--- src/rtl/ibex_pkg.sv ---
// Shared constants for the HPM control block: CSR addresses and an indexed-address helper.
package ibex_pkg;

    localparam logic [11:0] CSR_MCOUNTINHIBIT = 12'h320;
    localparam logic [11:0] CSR_MHPMEVENT3    = 12'h323;
    localparam logic [11:0] CSR_MHPMCOUNTER3  = 12'hB03;
    localparam logic [11:0] CSR_MHPMCOUNTER3H = 12'hB83;
    localparam logic [11:0] CSR_MHPMOVF       = 12'h7C0;

    function automatic logic [11:0] csr_idx_addr(input logic [11:0] base, input int unsigned idx);
        return base + 12'(idx);
    endfunction

endpackage

--- src/rtl/ibex_hpm_ctrl_if.sv ---
// CSR access bus between the CSR file (master) and the HPM control block (slave).
interface ibex_hpm_ctrl_if;

    logic        csr_we_i;
    logic [11:0] csr_addr_i;
    logic [31:0] csr_wdata_i;
    logic [31:0] csr_rdata_o;

    modport master (output csr_we_i, csr_addr_i, csr_wdata_i, input csr_rdata_o);
    modport slave  (input csr_we_i, csr_addr_i, csr_wdata_i, output csr_rdata_o);

endinterface

--- src/rtl/ibex_hpm_event_sel.sv ---
// Per-counter increment qualifier: event mask, inhibit, and suppression while software loads the counter.
module ibex_hpm_event_sel #(
    parameter int unsigned NumEvents = 8
) (
    input  logic [NumEvents-1:0] events_q_i,
    input  logic [NumEvents-1:0] event_sel_i,
    input  logic                 inhibit_i,
    input  logic                 counter_we_i,
    input  logic                 counterh_we_i,
    output logic                 counter_inc_o
);

    // A software load on either half wins over a coincident event; that event is dropped.
    assign counter_inc_o = (|(events_q_i & event_sel_i)) & ~inhibit_i
                           & ~(counter_we_i | counterh_we_i);

endmodule

--- src/rtl/ibex_hpm_ctrl.sv ---
// HPM control: event selection, inhibit and load strobes for mhpmcounter3..; overflow
// flags and interrupt exist only when IBEX_HPM_OVF_IRQ_EN is defined.
module ibex_hpm_ctrl
    import ibex_pkg::*;
#(
    parameter int unsigned NumCounters = 4,
    parameter int unsigned NumEvents   = 8
) (
    input  logic                        clk_i,
    input  logic                        rst_ni,
    ibex_hpm_ctrl_if.slave              csr_bus,
    input  logic [NumEvents-1:0]        events_i,
    input  logic [NumCounters*64-1:0]   counter_val_i,
    output logic [NumCounters-1:0]      counter_inc_o,
    output logic [NumCounters-1:0]      counter_we_o,
    output logic [NumCounters-1:0]      counterh_we_o,
    output logic [31:0]                 counter_wdata_o,
    output logic                        ovf_irq_o
);

    logic [NumEvents-1:0]   events_q;
    logic [NumCounters-1:0] mcountinhibit_q, mcountinhibit_d;
    logic [NumEvents-1:0]   mhpmevent_q [NumCounters];
    logic [NumEvents-1:0]   mhpmevent_d [NumCounters];

    assign counter_wdata_o = csr_bus.csr_wdata_i;

    always_comb begin
        mcountinhibit_d = mcountinhibit_q;
        mhpmevent_d     = mhpmevent_q;
        counter_we_o    = '0;
        counterh_we_o   = '0;
        if (csr_bus.csr_we_i) begin
            if (csr_bus.csr_addr_i == CSR_MCOUNTINHIBIT) begin
                mcountinhibit_d = csr_bus.csr_wdata_i[3 +: NumCounters];
            end
            for (int unsigned i = 0; i < NumCounters; i++) begin
                if (csr_bus.csr_addr_i == csr_idx_addr(CSR_MHPMEVENT3, i)) begin
                    mhpmevent_d[i] = csr_bus.csr_wdata_i[NumEvents-1:0];
                end
                counter_we_o[i]  = (csr_bus.csr_addr_i == csr_idx_addr(CSR_MHPMCOUNTER3, i));
                counterh_we_o[i] = (csr_bus.csr_addr_i == csr_idx_addr(CSR_MHPMCOUNTER3H, i));
            end
        end
    end

    always_ff @(posedge clk_i or negedge rst_ni) begin
        if (!rst_ni) begin
            events_q        <= '0;
            mcountinhibit_q <= '0;
            for (int unsigned i = 0; i < NumCounters; i++) begin
                mhpmevent_q[i] <= '0;
            end
        end else begin
            events_q        <= events_i;
            mcountinhibit_q <= mcountinhibit_d;
            mhpmevent_q     <= mhpmevent_d;
        end
    end

    for (genvar g = 0; g < NumCounters; g++) begin : g_event_sel
        ibex_hpm_event_sel #(
            .NumEvents (NumEvents)
        ) u_event_sel (
            .events_q_i    (events_q),
            .event_sel_i   (mhpmevent_q[g]),
            .inhibit_i     (mcountinhibit_q[g]),
            .counter_we_i  (counter_we_o[g]),
            .counterh_we_i (counterh_we_o[g]),
            .counter_inc_o (counter_inc_o[g])
        );
    end

`ifdef IBEX_HPM_OVF_IRQ_EN
    logic [NumCounters-1:0] ovf_q, ovf_d, ovf_set, ovf_clr;

    always_comb begin
        ovf_set = '0;
        for (int unsigned i = 0; i < NumCounters; i++) begin
            ovf_set[i] = counter_inc_o[i] & (counter_val_i[64*i +: 64] == {64{1'b1}});
        end
        ovf_clr = (csr_bus.csr_we_i && csr_bus.csr_addr_i == CSR_MHPMOVF) ?
                  csr_bus.csr_wdata_i[NumCounters-1:0] : '0;
        // Set is applied after clear so a simultaneous wrap is never lost.
        ovf_d = (ovf_q & ~ovf_clr) | ovf_set;
    end

    always_ff @(posedge clk_i or negedge rst_ni) begin
        if (!rst_ni) begin
            ovf_q <= '0;
        end else begin
            ovf_q <= ovf_d;
        end
    end

    assign ovf_irq_o = |ovf_q;
`else
    logic unused_counter_val;
    assign unused_counter_val = ^counter_val_i;
    assign ovf_irq_o = 1'b0;
`endif

    always_comb begin
        csr_bus.csr_rdata_o = '0;
        if (csr_bus.csr_addr_i == CSR_MCOUNTINHIBIT) begin
            csr_bus.csr_rdata_o[3 +: NumCounters] = mcountinhibit_q;
        end
        for (int unsigned i = 0; i < NumCounters; i++) begin
            if (csr_bus.csr_addr_i == csr_idx_addr(CSR_MHPMEVENT3, i)) begin
                csr_bus.csr_rdata_o[NumEvents-1:0] = mhpmevent_q[i];
            end
        end
`ifdef IBEX_HPM_OVF_IRQ_EN
        if (csr_bus.csr_addr_i == CSR_MHPMOVF) begin
            csr_bus.csr_rdata_o[NumCounters-1:0] = ovf_q;
        end
`endif
    end

endmodule

--- src/flat_wrapper.sv ---
// flat-port wrapper written by rule: the top's interface ports become plain ports
module ibex_hpm_ctrl_flat import ibex_pkg::*;
#(
    parameter int unsigned NumCounters = 4,
    parameter int unsigned NumEvents   = 8
)
  (clk_i, rst_ni, events_i, counter_val_i, counter_inc_o, counter_we_o, counterh_we_o, counter_wdata_o, ovf_irq_o, csr_bus_csr_we_i, csr_bus_csr_addr_i, csr_bus_csr_wdata_i, csr_bus_csr_rdata_o);
  ibex_hpm_ctrl_if csr_bus_i ();
  input  logic clk_i;
  input  logic rst_ni;
  input  logic [NumEvents-1:0] events_i;
  input  logic [NumCounters*64-1:0] counter_val_i;
  output logic [NumCounters-1:0] counter_inc_o;
  output logic [NumCounters-1:0] counter_we_o;
  output logic [NumCounters-1:0] counterh_we_o;
  output logic [31:0] counter_wdata_o;
  output logic ovf_irq_o;
  input wire logic [$bits(csr_bus_i.csr_we_i)-1:0] csr_bus_csr_we_i;
  input wire logic [$bits(csr_bus_i.csr_addr_i)-1:0] csr_bus_csr_addr_i;
  input wire logic [$bits(csr_bus_i.csr_wdata_i)-1:0] csr_bus_csr_wdata_i;
  output wire logic [$bits(csr_bus_i.csr_rdata_o)-1:0] csr_bus_csr_rdata_o;
  assign csr_bus_i.csr_we_i = csr_bus_csr_we_i;
  assign csr_bus_i.csr_addr_i = csr_bus_csr_addr_i;
  assign csr_bus_i.csr_wdata_i = csr_bus_csr_wdata_i;
  assign csr_bus_csr_rdata_o = csr_bus_i.csr_rdata_o;
  ibex_hpm_ctrl #(.NumCounters(NumCounters), .NumEvents(NumEvents)) u_core (.clk_i(clk_i), .rst_ni(rst_ni), .csr_bus(csr_bus_i), .events_i(events_i), .counter_val_i(counter_val_i), .counter_inc_o(counter_inc_o), .counter_we_o(counter_we_o), .counterh_we_o(counterh_we_o), .counter_wdata_o(counter_wdata_o), .ovf_irq_o(ovf_irq_o));
endmodule
--- config.mk ---
export PLATFORM = sky130hd
export DESIGN_NAME = ibex_hpm_ctrl_flat
export DESIGN_NICKNAME = d
export VERILOG_FILES = /design/src/rtl/ibex_pkg.sv /design/src/rtl/ibex_hpm_ctrl_if.sv /design/src/rtl/ibex_hpm_event_sel.sv /design/src/rtl/ibex_hpm_ctrl.sv /design/src/flat_wrapper.sv
export SDC_FILE = /design/constraint.sdc
export NUM_CORES = 1
export LEC_CHECK = 0
export ABC_AREA = 1
export CAP_MARGIN = 20
export CORE_AREA = 2 2 151 153
export DETAILED_ROUTE_END_ITERATION = 8
export DIE_AREA = 0 0 153 155
export PLACE_DENSITY = 0.54
export SETUP_SLACK_MARGIN = 0.05
export SLEW_MARGIN = 20
export SYNTH_ARGS = -nofsm -noshare
export SYNTH_HDL_FRONTEND = slang
export SYNTH_HIERARCHICAL = 1
export SYNTH_SLANG_ARGS = --single-unit
--- constraint.sdc ---
create_clock -name clk_i -period 1.8 [get_ports clk_i]
set_input_delay 0.36 -clock clk_i [delete_from_list [all_inputs] [get_ports clk_i]]
set_output_delay 0.36 -clock clk_i [all_outputs]
set_load 0.02 [all_outputs]
# After elaboration in Yosys (flattened, before gate mapping)
# Cells that the tools add are included.
# word_totals
wordCells,59
out_inout_bits,77
in_bits,311
ff_bits,44
# op_classes
n_mux,7
n_eq_ne,13
bitwise,24
n_reduce_logical,9
# ops
op,n
$eq A12 B12 Y1 const B,8
$eq A12 B10 Y1 const B,5
$and A8 B8 Y8,4
$mux W8,4
$reduce_or A8 Y1,4
$mux W4,3
$reduce_and A2 Y1,5
$and A1 B1 Y1,8
$not A1 Y1,8
$or A1 B1 Y1,4

# Longest topological paths before layout
# logic_depth
word_depth,6
depth_mapped,12
mapped_depth_nobuf,11

# By module
# Netlist, hierarchy kept.
# by_module_without_submodules
module,n_inst,cells_each,area_each_um2,seq_area_each_um2
ibex_hpm_ctrl,1,337,2566.2,1101.1
ibex_hpm_event_sel,4,18,68.8,0.0

# Least setup slack after synthesis
# Ideal clock, no wire load.
# synth_timing
kind,input-to-output
from,in csr_bus_csr_addr_i[6]
to,out csr_bus_csr_rdata_o[4]
path_slack_ps,-119
path_buffers,1
required_time_ps,1440
stages,10
arrival_ps,1559
cell_sequence,nor2_1 nand2_1 nor2_8 buf_4 nand3_1 nand2_1 inv_1 nand2_1 nand2_1 a21oi_1
# synth_via
elab_chain_len,6
elab_cells_between_ends,10
cone_classes,eq/ne: 5; mux: 5
# synth_rtl
item,line_no,text
from (decl),flat_wrapper.sv:19,input wire logic [$bits(csr_bus_i.csr_addr_i)-1:0] csr_bus_csr_addr_i;
$eq A12 B10 Y1,ibex_hpm_ctrl.sv:105,if (csr_bus.csr_addr_i == CSR_MCOUNTINHIBIT) begin
$mux W4,ibex_hpm_ctrl.sv:105,
$mux W8 (3 in a row),ibex_hpm_ctrl.sv:109,"if (csr_bus.csr_addr_i == csr_idx_addr(CSR_MHPMEVENT3, i)) begin"
$mux W8 *,ibex_hpm_ctrl.sv:109,
to (decl),flat_wrapper.sv:21,output wire logic [$bits(csr_bus_i.csr_rdata_o)-1:0] csr_bus_csr_rdata_o;
# Mark *: on every way between the ends. The rest lies on a longest branch, timed or not.

# Final worst setup path
# layout_timing
from,in csr_bus_csr_addr_i[10]
to,out counter_inc_o[1]
# layout_via
elab_chain_len,5
elab_cells_between_ends,7
cone_classes,eq/ne: 2; mux: 2; bitwise: 3
# layout_rtl
item,line_no,text
"$eq A12 B12 Y1, on equally long branches","ibex_hpm_ctrl.sv:41, ibex_hpm_ctrl.sv:42",
$mux W4,ibex_hpm_ctrl.sv:33,if (csr_bus.csr_we_i) begin
$or A1 B1 Y1 *,ibex_hpm_event_sel.sv:15,& ~(counter_we_i | counterh_we_i);
$not A1 Y1 *,ibex_hpm_event_sel.sv:15,
$and A1 B1 Y1 *,ibex_hpm_event_sel.sv:15,
to (decl),flat_wrapper.sv:13,output logic [NumCounters-1:0] counter_inc_o;
# Marked as above.

==> results by stage <==
Status:
- The flow ran to the end, but the final reports show violations.
- The final reports fail on negative setup slack.

Power:
- Internal power comes to 1686 µW.
- Across the VDD grid, the largest voltage drop is roughly 0.00032 V.
- The sequential share of power is 44.5%.
- The clock network fraction of total power is between 40% and 50%.
- The power dissipated by switching net loads is between 600 and 700 µW.
- For this design the ratio of total power to cell area is 483.3 nW/µm².
- The post-route total power is 2286 µW.
- The cell leakage power is between 0.002 and 0.0025 µW.
- Of the total power, combinational logic draws 14.1%.
- The proportion of total power due to net switching is 26.28%.

Placement:
- The number of buffers added on ports is 58.
- Before CTS, the worst setup slack after placement is -1.094 ns.
- The placer congestion estimate is 0.8356.
- The total placed cells including tap cells is 763.
- Once detailed placement completed, the half-perimeter wirelength came to 8598 µm.

Hold path:
- The classification of the worst-slack hold path is primary input to async pin.

Floorplanning:
- The floorplan step defined a die boundary enclosing 23720 µm².
- The die width is 153 µm.
- The placeable core region is 22230 µm².
- The top-level port count is 388.
- The number of core rows is 55.
- From bottom edge to top edge, the die measures around 160 µm.
- The initial cell density of the core is 12.78%.

Critical path:
- The critical path is of the primary input to primary output type.
- Walking the worst path, the cells encountered are buf_8 > buf_6 > nor3_4 > nand4_1 > buf_6 > buf_4 > nor2_4 > nor2_2 > nand2_2 > a21oi_2 > buf_6.
- The data arrival at the endpoint of the critical path is 1.69 ns.
- The worst path required time is 1.44 ns.
- The buffer and inverter count on the worst path is 5.
- The kind of cell adding the most delay to the critical path is buffers and inverters.
- In this run the worst path has a maximum fanout of 3.
- The worst stage delay on the critical path is 0.23 ns.
- For this design, the slowest cell found on the critical path is sky130_fd_sc_hd__nor3_4.
- The worst setup path is captured at a primary output.
- Counting stages on the worst path, the most repeated cell is sky130_fd_sc_hd__buf_6.
- The type of origin of the critical path is a primary input.

Global routing:
- The pin count of the biggest net entering global routing is 45.
- The initial antenna violation count is 0.
- The aggregate global-route resource usage is 9.091%.
- The number of global-route vias before repair is 2723.
- For this run, global-route usage on met3 was measured as 7.187%.
- The global-route met2 utilization is 14.33%.
- The global-route met1 utilization is 9.711%.
- The wire length of the first global-routing pass is 16330 µm.
- The sum of overflow across all layers after global routing is 0.
- The layer flagged by global routing as most heavily used is met2.

STA:
- The post-route worst hold slack is 0.02963 ns.
- Setup repair after global routing could not meet its margin everywhere.
- Setup violations remaining at the end of the flow were counted as 16.
- The final setup skew is 0 ns.
- The maximum achievable frequency is about 0.5 GHz.
- The final hold violation count is 0.
- The post-layout minimum cycle time is just over 2 ns.
- In the post-route analysis, the smallest setup slack over all paths is -0.2457 ns.
- The number of pins exceeding their max-slew limit in the final report is 0.
- The share of the clock period used by the worst path after layout is 113.7%.

Yosys:
- The main flop type after synthesis is sky130_fd_sc_hd__dfrtp_1.
- During synthesis, Yosys emitted a total of 6 warnings.
- The synthesized netlist occupies a cell area of 2841 µm².
- The number of synthesized flops with an enable pin is 0.
- Yosys mapped the design onto 20 distinct sky130hd cell types.
- A synthesized cell averages ~6.9 µm².
- After synthesis, the cell types taking the most area are sky130_fd_sc_hd__dfrtp_1 39%, sky130_fd_sc_hd__nand2_1 19%, sky130_fd_sc_hd__buf_4 15%.
- The commonest cells after synthesis are 145 x sky130_fd_sc_hd__nand2_1, 58 x sky130_fd_sc_hd__buf_4, 44 x sky130_fd_sc_hd__dfrtp_1.
- Summed over all instances, the cell type with the most area after synthesis is sky130_fd_sc_hd__dfrtp_1.
- The share of flip-flops with an asynchronous set or reset is 100.0%.
- The number of instances in the synthesized netlist is 409.
- The share of synthesized area in the top cell type comes to 38.75%.
- The fraction of the yosys area taken by sequential cells is 38.75%.
- The number of synthesized register bits is 44.
- The dominant cell by count in the synthesized netlist is sky130_fd_sc_hd__nand2_1.

Finish:
- The area added between synthesis and finish is 66.49%.
- The final core utilization is a little over a fifth.
- In the final design database the tool counted 816 nets.
- Leaving out filler cells and counting taps, the final layout contains between 700 and 800.
- The total inserted antenna cells is 0.
- In the final layout, the share of cells above drive strength 1 is 40.91%.
- The number of fillers in the final layout is 2471.

Run:
- The max-capacitance violation count is 0.

Routing:
- The remaining routing DRC violations is 0.
- The detailed router's first-iteration violation count is 192.
- After detailed routing, the total wire length is 11260 µm.
- After detailed routing, the number of vias per cell comes to 3.492.
- The total vias in the final route is ~2.8k.
- The number of nets with antenna violations after routing is 0.
- The number of search-and-repair iterations in the first detailed-routing pass is 4.
- The average wire per standard cell is around 14 µm.

CTS:
- Hold repair after CTS inserted 0 buffers.
- Clock tree synthesis found a total of 44 sinks.
- The library cell used as clock root buffer is sky130_fd_sc_hd__clkbuf_16.
- TritonCTS built the clock tree.
- The total clock buffers created by CTS is 5.
- The clock network latency to the later pin of the worst-skew pair is 0.29 ns.
- The maximum buffer depth of the clock tree is 2.
- The clock tree synthesis step divided the H-tree into 2 levels.
- Clock-pin slew was measured on the worst setup and hold paths at 0.06 ns.
## stage by stage
stage               cell area [µm²]  setup TNS [ns]
finish                         4731          -2.496
global route                   4731          -3.305
CTS                            4513          -2.263
detailed placement             3940          -24.40
global placement               3940          -24.46
floorplan                      3013               0
## what timing repair did
item                       CTS  global route
setup endpoints to repair   28            28
pin swaps                   35            39
setup buffers               16             5
resized for setup          266            64
gates cloned                 2             1
## flip-flops by register name, summed over array words and instances (netlist names)
| signal | count |
|---|---|
| u_core/events_q | 8 |
| u_core/mcountinhibit_q | 4 |
| u_core/mhpmevent_q | 32 |
## area by class of cell
type                    instances  area [µm²]  area share, %
flip-flops and latches         44        1101          23.27
inverters                      43       176.4          3.729
clock inverters                 2       15.01         0.3174
repair buffers                129        1285          27.16
well taps                     285       356.6          7.538
clock buffers                   6       138.9          2.936
repair inverters                1       3.754        0.07934
multi-input cells             281        1654          34.96
## cells in the final DEF (no fill, tap or decap), drive strengths merged
master | netlist | layout
a31oi | 4 | 4
clkdlybuf4s50 | 0 | 16
clkdlybuf4s15 | 0 | 1
inv | 43 | 44
o21ai | 39 | 39
dlygate4sd2 | 0 | 8
nor2 | 39 | 39
dfrtp | 44 | 44
buf | 63 | 103
nand2 | 145 | 145
nand4 | 5 | 5
conb | 1 | 25
a21oi | 8 | 8
nor3 | 2 | 2
clkbuf | 2 | 7
nand3b | 3 | 3
nand3 | 11 | 11
clkinvlp | 0 | 2
## layer usage
layer,vias up,part of all wire [%]
met5,-,0
met4,0,0.85
met3,12,18
met2,108,44
met1,1264,37
li1,1378,-
## power by group through the flow
stage | clock network (µW) | logic, µW | registers [µW]
after floorplan | 0 | 236 | 1030
final | 948 | 322 | 1020
after CTS | 962 | 304 | 1020
after global routing | 1010 | 347 | 1020
after global placement | 0 | 276 | 1030
after detailed placement | 0 | 276 | 1030
## worst paths after layout
path / start / end / slack, ns / cells after the start
setup / recovery: csr_bus_csr_addr_i[10] / counter_inc_o[1] / -0.25 / 11
hold / removal: rst_ni / u_core/events_q[3] / 0.03 / 2
setup reg to reg: u_core/mhpmevent_q[28] / u_core/mhpmevent_q[28] / 0.99 / 3
hold reg to reg: u_core/mhpmevent_q[4] / u_core/mhpmevent_q[4] / 0.51 / 2
max in group asynchronous: rst_ni / u_core/mcountinhibit_q[1] / 1.54 / 2
min in group clk_i: events_i[6] / u_core/events_q[6] / 0.50 / 1
## cells by family after synthesis
family / Yosys count / share of synthesized area [%]
buffers and inverters: 108 / 22.15
AOI/OAI and AO/OA: 51 / 9.159
other: 1 / 0.1320
DFF: 44 / 38.75
and+or+nand+nor: 205 / 29.81
Power figures use the tool's default switching activity.
